File: src/rtl/imem_uart_loader.sv
// Boot loader: receives a length-prefixed program image over UART (8N1), packs
// little-endian 32-bit words into instruction memory and holds the CPU until done.
module imem_uart_loader #(
  parameter int CLK_HZ = 100000000,
  parameter int BAUD   = 115200,
  parameter int ADDR_W = 10
) (
  input  logic              clk,
  input  logic              rst,
  input  logic              uart_rx,
  output logic              wr_en,
  output logic [ADDR_W-1:0] wr_addr,
  output logic [31:0]       wr_data,
  output logic              cpu_hold,
  output logic              done,
  output logic              err
);
  localparam int CPB   = CLK_HZ / BAUD;
  localparam int HALF  = CPB / 2;
  localparam int CNT_W = $clog2(CPB);
  localparam logic [16:0] CAP = 17'(1 << ADDR_W);

  typedef enum logic [1:0] {RX_IDLE, RX_START, RX_DATA, RX_STOP} rx_state_t;
  typedef enum logic [2:0] {LEN_LO, LEN_HI, WORD, DONE, ERROR} ld_state_t;

  rx_state_t        rx_state, rx_next;
  ld_state_t        ld_state, ld_next;
  logic             rx_s1, rx_s2, rx_prev;
  logic [CNT_W-1:0] baud_cnt;
  logic [2:0]       bit_cnt;
  logic [7:0]       rx_shift;
  logic             byte_valid, frame_err;
  logic             half_tick, bit_tick;

  assign half_tick = (baud_cnt == CNT_W'(HALF - 1));
  assign bit_tick  = (baud_cnt == CNT_W'(CPB - 1));

  // ---------------- RX front end ----------------
  always_ff @(posedge clk or posedge rst) begin
    if (rst) begin
      rx_s1   <= 1'b1;
      rx_s2   <= 1'b1;
      rx_prev <= 1'b1;
    end else begin
      rx_s1   <= uart_rx;
      rx_s2   <= rx_s1;
      rx_prev <= rx_s2;
    end
  end

  always_ff @(posedge clk or posedge rst) begin
    if (rst) rx_state <= RX_IDLE;
    else     rx_state <= rx_next;
  end

  always_comb begin
    rx_next = rx_state;
    case (rx_state)
      RX_IDLE:  if (rx_prev && !rx_s2) rx_next = RX_START;
      RX_START: if (half_tick) rx_next = rx_s2 ? RX_IDLE : RX_DATA;
      RX_DATA:  if (bit_tick && bit_cnt == 3'd7) rx_next = RX_STOP;
      RX_STOP:  if (bit_tick) rx_next = RX_IDLE;
      default:  rx_next = RX_IDLE;
    endcase
  end

  always_ff @(posedge clk or posedge rst) begin
    if (rst) begin
      baud_cnt   <= '0;
      bit_cnt    <= '0;
      rx_shift   <= '0;
      byte_valid <= 1'b0;
      frame_err  <= 1'b0;
    end else begin
      byte_valid <= 1'b0;
      frame_err  <= 1'b0;
      case (rx_state)
        RX_IDLE: begin
          baud_cnt <= '0;
          bit_cnt  <= '0;
        end
        RX_START: baud_cnt <= half_tick ? '0 : baud_cnt + 1'b1;
        RX_DATA: begin
          if (bit_tick) begin
            baud_cnt <= '0;
            rx_shift <= {rx_s2, rx_shift[7:1]};
            bit_cnt  <= bit_cnt + 1'b1;
          end else begin
            baud_cnt <= baud_cnt + 1'b1;
          end
        end
        RX_STOP: begin
          if (bit_tick) begin
            baud_cnt <= '0;
            if (rx_s2) byte_valid <= 1'b1;
            else       frame_err  <= 1'b1;
          end else begin
            baud_cnt <= baud_cnt + 1'b1;
          end
        end
        default: baud_cnt <= '0;
      endcase
    end
  end

  // ---------------- Loader ----------------
  logic [15:0]   len, len_full, cnt_nxt;
  logic [1:0]    byte_idx;
  logic [31:0]   word_buf;
  logic          wr_pend, last_wr, len_bad;
  logic [ADDR_W:0] wr_cnt;

  assign len_full = {rx_shift, len[7:0]};
  assign len_bad  = (len_full == 16'd0) || ({1'b0, len_full} > CAP);
  assign cnt_nxt  = 16'(wr_cnt) + 16'd1;
  assign last_wr  = (cnt_nxt == len);

  always_ff @(posedge clk or posedge rst) begin
    if (rst) ld_state <= LEN_LO;
    else     ld_state <= ld_next;
  end

  always_comb begin
    ld_next = ld_state;
    case (ld_state)
      LEN_LO:  if (byte_valid) ld_next = LEN_HI;
      LEN_HI:  if (byte_valid) ld_next = len_bad ? ERROR : WORD;
      WORD:    if (wr_en && last_wr) ld_next = DONE;
      DONE:    ld_next = DONE;
      ERROR:   ld_next = ERROR;
      default: ld_next = LEN_LO;
    endcase
    // once loaded, line noise must not revoke the running program
    if (frame_err && ld_state != DONE) ld_next = ERROR;
  end

  always_ff @(posedge clk or posedge rst) begin
    if (rst) begin
      len      <= '0;
      byte_idx <= '0;
      word_buf <= '0;
      wr_pend  <= 1'b0;
      wr_cnt   <= '0;
      wr_en    <= 1'b0;
      wr_addr  <= '0;
      wr_data  <= '0;
    end else begin
      wr_en <= 1'b0;
      case (ld_state)
        LEN_LO: if (byte_valid) len[7:0] <= rx_shift;
        LEN_HI: begin
          if (byte_valid) len[15:8] <= rx_shift;
          byte_idx <= '0;
        end
        WORD: begin
          if (byte_valid) begin
            word_buf[{byte_idx, 3'b000} +: 8] <= rx_shift;
            byte_idx <= byte_idx + 1'b1;
            if (byte_idx == 2'd3) wr_pend <= 1'b1;
          end
          if (wr_pend) begin
            wr_pend <= 1'b0;
            wr_en   <= 1'b1;
            wr_data <= word_buf;
          end
          // last address is held so a full-capacity image never wraps to 0
          if (wr_en) begin
            wr_cnt <= wr_cnt + 1'b1;
            if (!last_wr) wr_addr <= wr_addr + 1'b1;
          end
        end
        default: ;
      endcase
    end
  end

  assign cpu_hold = (ld_state != DONE);
  assign done     = (ld_state == DONE);
  assign err      = (ld_state == ERROR);
endmodule
File: config.mk
export PLATFORM = sky130hd
export DESIGN_NAME = imem_uart_loader
export DESIGN_NICKNAME = d
export VERILOG_FILES = /design/src/rtl/imem_uart_loader.sv
export SDC_FILE = /design/constraint.sdc
export NUM_CORES = 1
export LEC_CHECK = 0
export ABC_CLOCK_PERIOD_IN_PS = 5800
export CAP_MARGIN = 20
export CELL_PAD_IN_SITES_DETAIL_PLACEMENT = 1
export CELL_PAD_IN_SITES_GLOBAL_PLACEMENT = 2
export CORE_ASPECT_RATIO = 0.75
export CORE_MARGIN = 5
export CORE_UTILIZATION = 39
export DETAILED_ROUTE_END_ITERATION = 10
export PLACE_DENSITY = 0.79
export SYNTH_ARGS = -nofsm -noshare
export SYNTH_HDL_FRONTEND = slang
export SYNTH_SLANG_ARGS = --single-unit
File: constraint.sdc
create_clock -name clk -period 5.8 [get_ports clk]
set_input_delay 0.58 -clock clk [delete_from_list [all_inputs] [get_ports clk]]
set_output_delay 0.58 -clock clk [all_outputs]
set_load 0.03 [all_outputs]
# ---- Word level (Yosys, flattened, before mapping)
# Cells that the tools add are included.
dict set report op_classes {
  n_addsub 7
  order_cmp 1
  eq_ne 22
  shift 2
  n_mux 31
  bitwise_logic 1
  reduce_logical 23
}
# operator count
set op_table {}
lappend op_table {{$bwmux W32} 1}
lappend op_table {{$shift A8 B7 Y32 const A} 1}
lappend op_table {{$shiftx A8 B7 Y32} 1}
lappend op_table {{$pmux W10 S3} 1}
lappend op_table {{$add A10 B1 Y10 const B} 2}
lappend op_table {{$mux W10} 2}
lappend op_table {{$mux W3} 6}
lappend op_table {{$eq A12 B16 Y1} 1}
lappend op_table {{$gt A16 B11 Y1 const B} 1}
lappend op_table {{$logic_not A16 Y1} 1}
lappend op_table {{$reduce_and A2 Y1} 8}
lappend op_table {{$pmux W3 S5} 1}
lappend op_table {{$add A11 B1 Y12 const B} 1}
lappend op_table {{$mux W2} 6}
lappend op_table {{$ne A2 B2 Y1 const B} 6}
lappend op_table {{$add A11 B1 Y11 const B} 1}
lappend op_table {{$mux W1} 11}
lappend op_table {{$eq A10 B10 Y1 const B} 1}
lappend op_table {{$eq A10 B9 Y1 const B} 1}
lappend op_table {{$ne A3 B3 Y1 const B} 3}
lappend op_table {{$pmux W2 S4} 1}
lappend op_table {{$neg A5 Y7} 1}
lappend op_table {{$eq A2 B2 Y1 const B} 3}
lappend op_table {{$eq A3 B2 Y1 const B} 2}
lappend op_table {{other kinds (18)} 24}
dict set report word_totals {
  regBits 136
  in_bits 3
  out_inout_bits 46
  wordCells 106
}

# ---- Longest topological paths before layout
dict set report depth {
  ltp_word 6
  mapped_depth 9
  ltp_nobuf 8
}

# ---- Least setup slack after synthesis
# Ideal clock, no wire load.
dict set report synth_timing {
  path_type {register -> register}
  startpoint {register wr_cnt[0]}
  endpoint {register wr_addr[1]}
  t_arrival_ns 2.425
  path_slack_ns 3.250
  stages_incl_launch_ff 9
  path_buffers 1
  path_cell_list {dfrtp_1 ha_1 buf_2 xnor2_1 a41oi_1 or4_4 nor4_4 nor2_2 mux2_4}
}
dict set report synth_between {
  elab_chain_len 4
}
# element line
set synth_rtl {}
lappend synth_rtl {{from (decl)} 111} ;# logic [ADDR_W:0] wr_cnt;
lappend synth_rtl {{from (signal assigned)} 168} ;# wr_cnt <= wr_cnt + 1'b1;
lappend synth_rtl {{$add A11 B1 Y12} 115} ;# assign cnt_nxt = 16'(wr_cnt) + 16'd1;
lappend synth_rtl {{$eq A12 B16 Y1} 116} ;# assign last_wr = (cnt_nxt == len);
lappend synth_rtl {{$not A1 Y1 (no line)} n/a}
lappend synth_rtl {{$reduce_and A3 Y1 (no line)} n/a}
lappend synth_rtl {{to (signal assigned)} 169} ;# if (!last_wr) wr_addr <= wr_addr + 1'b1;
lappend synth_rtl {{to (decl)} 12} ;# output logic [ADDR_W-1:0] wr_addr,
# Every way passes these cells.
# A chain may end at the register's enable or synchronous reset.

# ---- Worst setup path in the final report
# Same ends and word-level chain as after synthesis.

==> flow_summary.ini <==
[clock_network]
cts_made_buffers = 17
tritoncts = yes
clkTransAtPathRegs_ns = 0.06
clk_latency_ns = 0.43
htree_levels = 4
ctsResizeCount = 0
clock-sinks = 136
postCtsSetupBuffers = 0
clockBufferDepth = 2
root_buffer = clkbuf_16
hold_buffers = 0

[sta]
hold_slack_ns = 0.356
slew_headroom_pct = 39.1
rsz0062_at_grt = false
setup_viol = 0
final-hold-violation-count = 0
clock.fmax_mhz = 315
finalCriticalPeriod_ns = 3.17
fin_worst_skew_ns = 0.0103
slew_viol_final = 0
tightest_slew_ns = 0.906
setup_tns_ns = 0
period_share_pct = 54.7

[synthesis]
ys.flop_type = dfrtp_1
synthCells = 560
yosysUniqueCellTypes = 54
syn_avg_cell_area_um2 = 11.0
async_reset_ff_share_pct = 100
synthesis.area_um2 = 6130
ys_seq_elements = 136
synth_nets = 574
synth_warnings = 0
yosysSeqAreaShare_pct = 55.5
synth_edf_count = 0

[place]
gp_congestion = 0.829
hpwl_um = 9550
place_inst = 787
port_buffers = 48

[critical_path]
worstPathArrival_ns = 3.48
ff2ff_setup_slack_ns = 2.63
start_kind = register
cp.required_ns = 6.11
cp_max_fo = 11
worstSetupPathType = reg -> reg
endpoint_kind = register

[detailed_routing]
drtAntennaViolNets = 0
drtIter0Drc = 189
post-route-drc-count = 0
vias_per_cell = 5.20
wl_per_cell_um = 17.6
vias = 4268
routed_wl_um = 14400
dr.pass1.iters = 4

[run]
max_cap_violations = 0

[floorplan]
die_x_um = 155
rows = 39
design.die.area_um2 = 18400
io_pins = 49
fp.coreArea_um2 = 15300
die_y_um = 119
start_util_pct = 40.0

[power_and_ir_drop]
leakage_nw = 3.31
ir_drop_mv = 0.198
powerDensity_nw_per_um2 = 291

[finish]
drive_above_1_share_pct = 17.7
antenna_cells = 0
layout_common_cells = dfrtp_1 (133), nand2_1 (102), mux2_2 (58)
fin_cells = 820
finalNetCount = 616
layout_commonest_cell = dfrtp_1
syn_to_final_growth_pct = 20.1

[global_routing]
grt_max_degree = 72
overflow = 0
gr-usage-all-layers_pct = 16.8
antenna_found_initial = 0
grt_pass1_vias = 4656
grt_pass1_wl_um = 24400

[status]
status = completed

[min_path]
hp-class = reg -> reg
## critical path, stage by stage (launching register included)
cell and delay, ns:
dfrtp_1 0.52, ha_1 0.49, nand3_1 0.16, xnor2_1 0.18, nand3_1 0.12, or4_4 0.52, nor4_4 0.64, nor2_2 0.10
mux2_4 0.32
## per-layer routing
layer,up-vias,track usage (%),wire length (µm)
met5,-,0,0
met3,21,4.57,559
met1,2174,21.8,6690
met2,64,27.4,6970
met4,0,5.41,196
li1,2009,-,-
## cell usage after synthesis (all sizes together), types with 2 or more instances
cell    count  area share (%)
a21oi       6            0.49
o21ai      37             3.0
ha         11             2.2
nor3b       2            0.33
inv        10            0.61
o31ai       2            0.24
and3        9             1.0
xor2       18             2.6
nand3      17             1.4
buf        12             1.2
nor2b       4            0.41
dfrtp     133              54
nor4       10             1.3
mux2       59              11
and2        3            0.35
nor4b       3            0.53
or4         4            0.55
o22ai       2            0.20
a22o        3            0.43
xnor2      20             2.9
nor2       31             1.9
nand2     102             6.2
nand2b      5            0.51
clkbuf     16            0.98
a32oi       2            0.29
nand4       6            0.61
nor3       14             1.1
dfstp       3             1.3
## registers in the layout (all words and copies together) (netlist names), 2 cells and up, named ones only
signal    count
bit_cnt       3
ld_state      3
wr_data      32
wr_cnt       11
byte_idx      2
rx_shift      8
word_buf     32
len          16
baud_cnt     10
wr_addr      10
## through the flow
stage / util [%] / power [W] / instance area, µm² / setup WS [ns]
3_3_place_gp: 44.1 / 0.00108 / 6760 / 2.84
6_report: 48.1 / 0.00215 / 7370 / 2.63
4_1_cts: 48.1 / 0.00218 / 7360 / 2.62
2_1_floorplan: - / 0.00106 / 6130 / 1.59
3_5_place_dp: 44.1 / 0.00108 / 6760 / 2.72
5_1_grt: 48.1 / 0.00224 / 7370 / 2.49
## power by group
part | internal, W | switching [W]
sequential | 0.000969 | 0.0000213
combinational | 0.0000255 | 0.0000456
clock | 0.000658 | 0.000427
total | 0.00165 | 0.000494
## cell type report
type                            instances  area, µm²
Fill cell                            1661       7950
Tap cell                              205        256
Timing Repair Buffer                   51        500
Inverter                               10       40.0
Clock buffer                           19        453
Clock inverter                         13        148
Sequential cell                       136       3410
Multi-Input combinational cell        386       2560
## cells by family after synthesis
group / after synthesis / share of synthesized area, %
AND/OR/NAND/NOR: 215 / 16.9
flip-flops: 136 / 55.5
AO/OA/AOI/OAI: 63 / 6.24
multiplexers: 59 / 10.9
XOR/XNOR: 38 / 5.43
buffers and inverters: 38 / 2.75
adder cells (fa/ha/maj): 11 / 2.24
## final timing paths
kind                                start          end  cells past startpoint
worst min-delay path                rx_s1        rx_s2                      0
min in group asynchronous             rst   wr_data[2]                      2
worst max-delay path            wr_cnt[0]   wr_addr[1]                      8
worst min register to register      rx_s1        rx_s2                      0
max in group asynchronous             rst  rx_shift[1]                      3
worst max register to register  wr_cnt[0]   wr_addr[1]                      8
No activity file was read; power rests on OpenSTA's default activity.
